## src/rtl/fp16_result_buffer_pkg.sv

```systemverilog
// Shared FP16 field layout, status-flag bit positions and buffer entry type
// for the FP16 result buffer and its classifier.
package fp16_result_buffer_pkg;

  localparam int SIGN_BIT = 15;
  localparam int EXP_MSB  = 14;
  localparam int EXP_LSB  = 10;
  localparam int MAN_MSB  = 9;
  localparam int MAN_LSB  = 0;
  localparam logic [4:0] EXP_MAX = 5'd31;

  // Bit positions inside the 3-bit {exception, underflow, overflow} flag field
  localparam int FLAG_OVF = 0;
  localparam int FLAG_UNF = 1;
  localparam int FLAG_EXC = 2;

  typedef enum logic [1:0] {
    CLS_ZERO   = 2'd0,
    CLS_NORMAL = 2'd1,
    CLS_INF    = 2'd2,
    CLS_NAN    = 2'd3
  } fp16_class_e;

  typedef struct packed {
    logic [2:0]  flags;
    logic [15:0] value;
  } entry_t;

  function automatic logic [4:0] fp16_exp(input logic [15:0] v);
    return v[EXP_MSB:EXP_LSB];
  endfunction

  function automatic logic [9:0] fp16_man(input logic [15:0] v);
    return v[MAN_MSB:MAN_LSB];
  endfunction

endpackage

```

## src/rtl/fp16_classify.sv

```systemverilog
// Combinational FP16 classifier: zero (exp=0, subnormals included), normal,
// infinity or NaN. The sign bit does not affect the class.
module fp16_classify
  import fp16_result_buffer_pkg::*;
(
  input  logic [15:0] value,
  output fp16_class_e cls
);

  logic [4:0] exp_f;
  logic [9:0] man_f;

  assign exp_f = fp16_exp(value);
  assign man_f = fp16_man(value);

  always_comb begin
    cls = CLS_NORMAL;
    if (exp_f == '0)
      cls = CLS_ZERO;
    else if (exp_f == EXP_MAX)
      cls = (man_f == '0) ? CLS_INF : CLS_NAN;
  end

endmodule

```

## src/rtl/fp16_result_buffer.sv

```systemverilog
// First-word fall-through FIFO for FP16 multiplier results with sticky status
// flags and a saturating drop counter. Define FP16_RESBUF_CLASS_EN for o_class.
module fp16_result_buffer
  import fp16_result_buffer_pkg::*;
#(
  parameter int DEPTH  = 4,
  parameter int DROP_W = 8
) (
  input  logic                     clk,
  input  logic                     rst,
  input  logic [15:0]              i_res,
  input  logic                     i_res_vld,
  input  logic                     i_overflow,
  input  logic                     i_underflow,
  input  logic                     i_exception,
  output logic [15:0]              o_data,
  output logic [2:0]               o_flags,
  output logic                     o_vld,
  input  logic                     i_rdy,
  output logic [$clog2(DEPTH):0]   o_count,
  output logic                     o_full,
  output logic                     o_empty,
  output logic [2:0]               o_sticky,
  input  logic                     i_clr_sticky,
  output logic [DROP_W-1:0]        o_drop_cnt
`ifdef FP16_RESBUF_CLASS_EN
  ,
  output logic [1:0]               o_class
`endif
);

  localparam int PTR_W = $clog2(DEPTH);
  localparam int CNT_W = PTR_W + 1;

  entry_t           mem [DEPTH];
  entry_t           head;
  entry_t           in_entry;
  logic [PTR_W-1:0] wr_ptr;
  logic [PTR_W-1:0] rd_ptr;
  logic             push;
  logic             pop;
  logic             drop;
  logic [2:0]       sticky_set;

  assign in_entry.flags = {i_exception, i_underflow, i_overflow};
  assign in_entry.value = i_res;

  assign o_full  = (o_count == CNT_W'(DEPTH));
  assign o_empty = (o_count == '0);
  assign o_vld   = !o_empty;

  assign pop  = o_vld && i_rdy;
  assign push = i_res_vld && (!o_full || pop);
  assign drop = i_res_vld && o_full && !pop;

  assign head    = mem[rd_ptr];
  assign o_data  = head.value;
  assign o_flags = head.flags;

`ifdef FP16_RESBUF_CLASS_EN
  fp16_class_e head_cls;
  fp16_class_e in_cls;

  fp16_classify u_head_classify (.value(head.value), .cls(head_cls));
  fp16_classify u_in_classify   (.value(i_res),      .cls(in_cls));

  assign o_class = head_cls;
`endif

  // Flags raised this cycle; they win over a simultaneous sticky clear
  always_comb begin
    sticky_set = '0;
    if (push)
      sticky_set = in_entry.flags;
    if (drop)
      sticky_set[FLAG_EXC] = 1'b1;
`ifdef FP16_RESBUF_CLASS_EN
    if (push && (in_cls == CLS_NAN))
      sticky_set[FLAG_EXC] = 1'b1;
`endif
  end

  // Storage is deliberately left out of reset; pointers alone define validity
  always_ff @(posedge clk) begin
    if (push)
      mem[wr_ptr] <= in_entry;
  end

  always_ff @(posedge clk or negedge rst) begin
    if (!rst) begin
      wr_ptr  <= '0;
      rd_ptr  <= '0;
      o_count <= '0;
    end else begin
      if (push)
        wr_ptr <= wr_ptr + PTR_W'(1);
      if (pop)
        rd_ptr <= rd_ptr + PTR_W'(1);
      if (push && !pop)
        o_count <= o_count + CNT_W'(1);
      else if (pop && !push)
        o_count <= o_count - CNT_W'(1);
    end
  end

  always_ff @(posedge clk or negedge rst) begin
    if (!rst) begin
      o_sticky   <= '0;
      o_drop_cnt <= '0;
    end else if (i_clr_sticky) begin
      o_sticky   <= sticky_set;
      o_drop_cnt <= drop ? DROP_W'(1) : '0;
    end else begin
      o_sticky <= o_sticky | sticky_set;
      if (drop && (o_drop_cnt != '1))
        o_drop_cnt <= o_drop_cnt + DROP_W'(1);
    end
  end

endmodule
```

## config.mk

```make
export PLATFORM = sky130hd
export DESIGN_NAME = fp16_result_buffer
export DESIGN_NICKNAME = d
export VERILOG_FILES = /design/src/rtl/fp16_result_buffer_pkg.sv /design/src/rtl/fp16_classify.sv /design/src/rtl/fp16_result_buffer.sv
export SDC_FILE = /design/constraint.sdc
export NUM_CORES = 1
export LEC_CHECK = 0
export BUFFER_PORTS_ARGS = -buffer_cell sky130_fd_sc_hd__clkbuf_2
export CELL_PAD_IN_SITES_DETAIL_PLACEMENT = 2
export CELL_PAD_IN_SITES_GLOBAL_PLACEMENT = 2
export CORE_UTILIZATION = 39
export CTS_BUF_LIST = sky130_fd_sc_hd__clkbuf_4
export DETAILED_ROUTE_END_ITERATION = 16
export PLACE_DENSITY = 0.87
export SLEW_MARGIN = 25
export SYNTH_ARGS = -nofsm -noshare
export SYNTH_HDL_FRONTEND = slang
export SYNTH_SLANG_ARGS = --single-unit
```

## constraint.sdc

```tcl
create_clock -name clk -period 2.2 [get_ports clk]
set_input_delay 0.22 -clock clk [delete_from_list [all_inputs] [get_ports clk]]
set_output_delay 0.22 -clock clk [all_outputs]
set_load 0.005 [all_outputs]
```

==> run_results.csv, run 1 <==
group,metric,value,unit
sta,finClkSkew,0.01715,ns
grt,grt_pass1_vias,2371,
power_and_ir_drop,power_frac_seq,47.0,%
sta,worstMarginPinSlew,0.4970,ns
synthesis,netlist_area,3721,µm²
finish,diodes,0,
clock_tree,cts.reportedPaths.clkPinSlew,0.16,ns
die,dieWidth,99.68,µm
sta,finalCritPeriodShare,95.44,%
place,gp_congestion,0.7528,
place,hpwlAfterDp,5890,µm
synthesis,yosysWarnings,0,
sta,grt_setup_unrepaired,"false",
route,wire_per_inst,20.95,µm
grt,grt_busiest_layer,"met2",
grt,grt_max_degree,20,
route,ant_nets,0,
hold_path,holdPathStages,1,
clock_tree,cts_tree,"done",
finish,fillers,872,
route,drc,0,
route,vias,2115,
worst_setup_path,cp.required,2.54,ns
route,drt_iter0_markers,59,
finish,mostFrequentLayoutCells,"76 x edfxtp_1, 59 x clkbuf_2, 19 x mux4_2",
route,dr.pass1.iters,6,
worst_setup_path,cp_max_fo,6,
die,io_pins,60,
sta,min_period,2.100,ns
finish,multi_input_area,960.9,µm²
sta,setup_violations,0,
worst_setup_path,worst_setup_path_end_kind,"register",
sta,max_freq,476.3,MHz
place,io_buffer_count,59,
run_status,status,"finished clean",
finish,final_common_cell,"edfxtp_1",
synthesis,synthCells,194,
sta,tns,0,ns
sta,holdWs,0.02577,ns
finish,fin_area,4622,µm²
worst_setup_path,worstSetupPathType,"register to register",
synthesis,synthesis.nets,225,
power_and_ir_drop,p_int,3660,µW
flow_run,maxCapViolations,0,
grt,antenna_found_initial,0,
sta,maxSlewViolCount,0,
grt,grt_pass1_wl,13570,µm
power_and_ir_drop,power,5269,µW
worst_setup_path,r2r_cells,6,
power_and_ir_drop,sw_frac_of_total,30.53,%
power_and_ir_drop,peakVddDrop,0.0004143,V
grt,globalRouteMet3Util,4.779,%
sta,finalHoldViolCount,0,
power_and_ir_drop,p_switching,1609,µW
place,placed_area,4243,µm²
finish,finalNonFillerCells,420,
power_and_ir_drop,power.static_leakage,0.001756,µW
route,routed_via_density,5.036,
grt,use_met1,24.29,%
die,dieHeight,99.68,µm
finish,area_growth,24.21,%
grt,grt_usage,19.06,%
clock_tree,cts_root_buf,"clkbuf_4",
power_and_ir_drop,clkPwrFrac,20.4,%
synthesis,syn_area_per_cell,19.18,µm²
sta,max_slew_margin,66.87,%
grt,met2_usage,32.20,%
clock_tree,clock_path_buffers,2,
clock_tree,insertion_delay,0.44,ns
die,rows,35,
clock_tree,cts_max_level,3,
finish,nNetsFinal,317,
finish,drive_gt1_share,40.89,%
power_and_ir_drop,pwr-share-comb,32.6,%
synthesis,synth_seq_area_share,73.44,%
die,coreArea,9240,µm²
clock_tree,cts_buffers,9,
worst_setup_path,critPathLaunchType,"register",
route,drt-total-wl,8801,µm
synthesis,ys_ff_latch,94,
place,place_inst,384,
clock_tree,clock_sinks,94,
grt,grt_overflow,0,
die,start_util,40.27,%
synthesis,yosysUniqueCellTypes,37,
worst_setup_path,critPathArrivalTime,2.44,ns
hold_path,hold_path.class,"primary input to register",
power_and_ir_drop,p_per_area,1140,nW/µm²
finish,regArea,2735,µm²
die,die-area,9936,µm²
[repair_timing]
action,CTS,global route
gates cloned,0,0
endpoints found under the setup margin,1,1
pin swaps,0,3
buffers inserted,0,2
gates resized for setup,2,3
endpoints found under the hold margin,76,3
hold buffers,17,1
[final timing paths]
check / startpoint / to / slack [ns]
worst max-delay path: o_count[1]$_DFFE_PN0P_ / o_count[1]$_DFFE_PN0P_ / 0.10
worst min-delay path: i_res[6] / mem[1][6]$_DFFE_PP_ / 0.03
worst max register to register: o_count[1]$_DFFE_PN0P_ / o_count[1]$_DFFE_PN0P_ / 0.10
worst min register to register: rd_ptr[1]$_DFFE_PN0P_ / rd_ptr[1]$_DFFE_PN0P_ / 0.51
max in group asynchronous: rst / o_count[1]$_DFFE_PN0P_ / 1.59
min in group asynchronous: rst / o_drop_cnt[4]$_DFFE_PN0P_ / 0.26
[worst max-delay path, stage by stage (launching register included)]
cell and delay, ns:
dfrtp_2 0.48, nor4b_4 0.31, and2b_2 0.28, ha_4 0.17, inv_1 0.06, fa_2 0.43
mux2_2 0.28
[area by class of cell]
cell class	count	area share, %
multi-input combinational	86	20.79
sequential	94	59.18
tap	129	3.492
timing repair buffer	88	12.34
clock buffer	10	1.624
clock inverter	6	2.003
inverter	7	0.5685
[state kept, by name, indices dropped and copies added (netlist names)]
signal,cells
rd_ptr,2
mem,76
wr_ptr,2
o_drop_cnt,8
o_sticky,3
o_count,3
[synth_stat cells]
cell type,number,area (µm²)
buf_2,2,10.01
mux2_2,1,11.26
nand4_1,1,6.260
nor4b_4,1,23.77
or3_1,1,6.260
nand4_2,1,12.51
nand3_1,2,10.01
xnor2_1,4,35.03
o211ai_1,1,7.510
nor2b_1,3,18.77
a311oi_1,2,17.52
mux2_4,1,15.01
and4_1,1,8.760
ha_1,6,75.07
or3_2,2,15.01
and2_1,4,25.02
o31ai_1,1,7.510
and2b_2,1,8.760
mux2i_1,2,20.02
or3b_1,1,8.760
dfrtp_1,18,450.4
nand2b_1,1,6.260
a31oi_1,1,6.260
nor3_1,1,5.000
and3_2,1,7.510
a21oi_1,3,15.01
nor2_1,4,15.01
inv_1,7,26.28
nor3b_1,1,7.510
xor2_1,2,17.52
o21ai_0,8,40.04
fa_1,1,20.02
mux4_2,19,427.9
and3_1,1,6.260
nand2_1,7,26.28
clkbuf_1,5,18.77
edfxtp_1,76,2282
[power groups by stage]
stage	logic [µW]	clock network, µW	registers [µW]
6_report	1720	1070	2480
4_1_cts	1710	1110	2490
3_3_place_gp	1570	0	2470
2_1_floorplan	959	0	2460
3_5_place_dp	1670	0	2530
5_1_grt	1910	1170	2510
[metrics by stage]
stage	setup slack (ns)	utilization [%]
final	0.1004	50.02
after global routing	0.01711	50.02
after CTS	0.02670	49.61
after detailed placement	0.02608	45.92
after global placement	0.1635	45.92
after floorplan	0.005659	-
[kinds of logic (layout without fill, tap and decap cells)]
| family | count (synthesis) | in the layout | synth area share (%) |
|---|---|---|---|
| compound gates | 16 | 16 | 2.522 |
| xor+xnor | 6 | 6 | 1.412 |
| fa+ha+maj | 7 | 7 | 2.555 |
| buf+inv | 14 | 111 | 1.480 |
| flops | 94 | 94 | 73.44 |
| mux | 23 | 23 | 12.74 |
| simple gates | 34 | 34 | 5.851 |
[per-layer routing]
metal  vias up  share of wire [%]
li1        941                  -
met1      1091                 43
met2        74                 51
met3         9                4.8
met4         0                1.2
met5         -                  0
(Power assumes the default switching activity.)
==> inputs of run 2 (changes only) <==
Settings changed: GPL_ROUTABILITY_DRIVEN from default to 0, MAX_ROUTING_LAYER from default to met4.
==> run 2 against run 1 <==
Compared with the run above: critical path depth stayed put; maximum frequency hardly changed; routed wire length hardly changed; clock power hardly changed; power is 0.10% higher; cell count is 0.24% lower; largest cell class unchanged; highest routed layer unchanged.
==> run_results.csv, run 2 (synthesized netlist as in run 1, its figures left out) <==
group,metric,value,unit
sta,setup_violations,0,
sta,max_slew_margin,67.25,%
place,hpwlAfterDp,5890,µm
power_and_ir_drop,p_switching,1616,µW
clock_tree,cts.reportedPaths.clkPinSlew,0.16,ns
worst_setup_path,worst_setup_path_end_kind,"register",
grt,grt_pass1_vias,2359,
route,drt-total-wl,8805,µm
hold_path,min_to,"mem[1][6]$_DFFE_PP_",
route,drt_iter0_markers,67,
power_and_ir_drop,p_int,3658,µW
worst_setup_path,worstSetupPathType,"register to register",
route,dr.pass1.iters,4,
grt,grt_overflow,0,
worst_setup_path,rrSetupSlack,0.10,ns
clock_tree,cts_buffers,9,
flow_run,maxCapViolations,0,
die,io_pins,60,
finish,regArea,2735,µm²
power_and_ir_drop,pwr-share-comb,32.6,%
sta,finalCritPeriodShare,95.42,%
route,vias,2114,
clock_tree,cts_tree,"done",
clock_tree,clock_path_buffers,2,
hold_path,holdPathStages,1,
route,routed_via_density,5.045,
finish,largest_register_ff_count,76,
finish,max_flop_register,"mem",
finish,nNetsFinal,316,
sta,tns,0,ns
worst_setup_path,r2r_start,"o_count[1]$_DFFE_PN0P_",
finish,final_common_cell,"edfxtp_1",
finish,multi_input_area,960.9,µm²
sta,finalHoldViolCount,0,
finish,area_growth,23.94,%
worst_setup_path,reg2reg_to,"o_count[1]$_DFFE_PN0P_",
grt,grt_max_degree,20,
finish,diodes,0,
hold_path,hold_path.class,"primary input to register",
place,placed_area,4243,µm²
sta,setup_ws,0.1008,ns
worst_setup_path,cp_max_fo,6,
grt,grt_usage,19.55,%
sta,grt_setup_unrepaired,"false",
run_status,status,"finished clean",
route,drc,0,
clock_tree,cts_max_level,3,
die,start_util,40.27,%
place,pre_cts_ws,0.02608,ns
worst_setup_path,r2r_cells,6,
die,rows,35,
power_and_ir_drop,peakVddDrop,0.0004154,V
finish,fillers,872,
finish,mostFrequentLayoutCells,"76 x edfxtp_1, 59 x clkbuf_2, 19 x mux4_2",
finish,top_regs,"mem (76), o_drop_cnt (8)",
die,die-area,9936,µm²
route,ant_nets,0,
power_and_ir_drop,power.static_leakage,0.001752,µW
worst_setup_path,critPathLaunchType,"register",
power_and_ir_drop,clkPwrFrac,20.4,%
sta,min_period,2.099,ns
sta,max_freq,476.4,MHz
die,dieWidth,99.68,µm
finish,fin_area,4612,µm²
clock_tree,cts_root_buf,"clkbuf_4",
grt,grt_pass1_wl,13570,µm
place,io_buffer_count,59,
worst_setup_path,critPathArrivalTime,2.44,ns
power_and_ir_drop,sw_frac_of_total,30.63,%
grt,antenna_found_initial,0,
die,coreArea,9240,µm²
power_and_ir_drop,p_per_area,1144,nW/µm²
sta,maxSlewViolCount,0,
sta,worstMarginPinSlew,0.4913,ns
clock_tree,insertion_delay,0.44,ns
hold_path,min-delay-start,"i_res[6]",
worst_setup_path,cp.required,2.54,ns
clock_tree,clock_sinks,94,
power_and_ir_drop,power_frac_seq,47.0,%
sta,finClkSkew,0.01745,ns
route,wire_per_inst,21.01,µm
finish,drive_gt1_share,41.03,%
die,dieHeight,99.68,µm
## run 2: changes by cell type in the layout (fill, tap and decap cells not counted)
| cell | delta |
|---|---|
| dlygate4sd3_1 | -1 |
## run 2: routing by layer
layer / GRT usage (%) / up-vias / part of all wire (%)
met3: 3.514 / 13 / 3.9
met2: 32.10 / 68 / 51
li1: - / 938 / -
met1: 24.81 / 1095 / 44
met4: 6.109 / 0 / 1.3
met5: - / - / 0
## run 2: how the worst max path moves through the flow
stage,depth (start not counted),end,startpoint,slack (ns)
floorplan,7,o_count[1]$_DFFE_PN0P_,o_count[1]$_DFFE_PN0P_,0.006
global placement,8,o_count[2]$_DFFE_PN0P_,o_count[1]$_DFFE_PN0P_,0.16
detailed placement,8,o_count[2]$_DFFE_PN0P_,o_count[2]$_DFFE_PN0P_,0.03
CTS,8,o_count[2]$_DFFE_PN0P_,o_count[1]$_DFFE_PN0P_,0.03
global route,6,o_count[1]$_DFFE_PN0P_,o_count[1]$_DFFE_PN0P_,0.02
finish,6,o_count[1]$_DFFE_PN0P_,o_count[1]$_DFFE_PN0P_,0.10
## run 2: cell type report
type,instances,area share [%]
multi-input cells,86,20.84
repair buffers,87,12.15
inverters,7,0.5697
well taps,129,3.500
clock buffers,10,1.628
clock inverters,6,2.008
flip-flops and latches,94,59.31
## run 2: power groups by stage
stage	combinational [µW]	sequential (µW)	clock [µW]
floorplan	959	2460	0
global placement	1570	2470	0
detailed placement	1670	2530	0
CTS	1710	2490	1110
global route	1900	2510	1170
finish	1720	2480	1080
## run 2: timing repair
item,4_1_cts,5_1_grt
hold endpoints to repair,76,0
buffers inserted,0,2
pin swaps,0,3
hold buffers,17,0
setup endpoints to repair,1,1
resized for setup,2,3
## run 2: critical path, stage by stage (launching register included)
cell and delay, ns:
dfrtp_2 0.48, nor4b_4 0.31, and2b_2 0.28, ha_4 0.17
inv_1 0.06, fa_2 0.43, mux2_2 0.28
## run 2: stage by stage
| stage | utilization, % | power [µW] | cells | hold WS, ns |
|---|---|---|---|---|
| floorplan | - | 3419 | 194 | -0.07559 |
| global placement | 45.92 | 4043 | 384 | 0.2005 |
| detailed placement | 45.92 | 4201 | 384 | 0.2096 |
| CTS | 49.61 | 5317 | 417 | 0.0005128 |
| global route | 49.91 | 5578 | 419 | 0.006515 |
| finish | 49.91 | 5274 | 419 | 0.02702 |
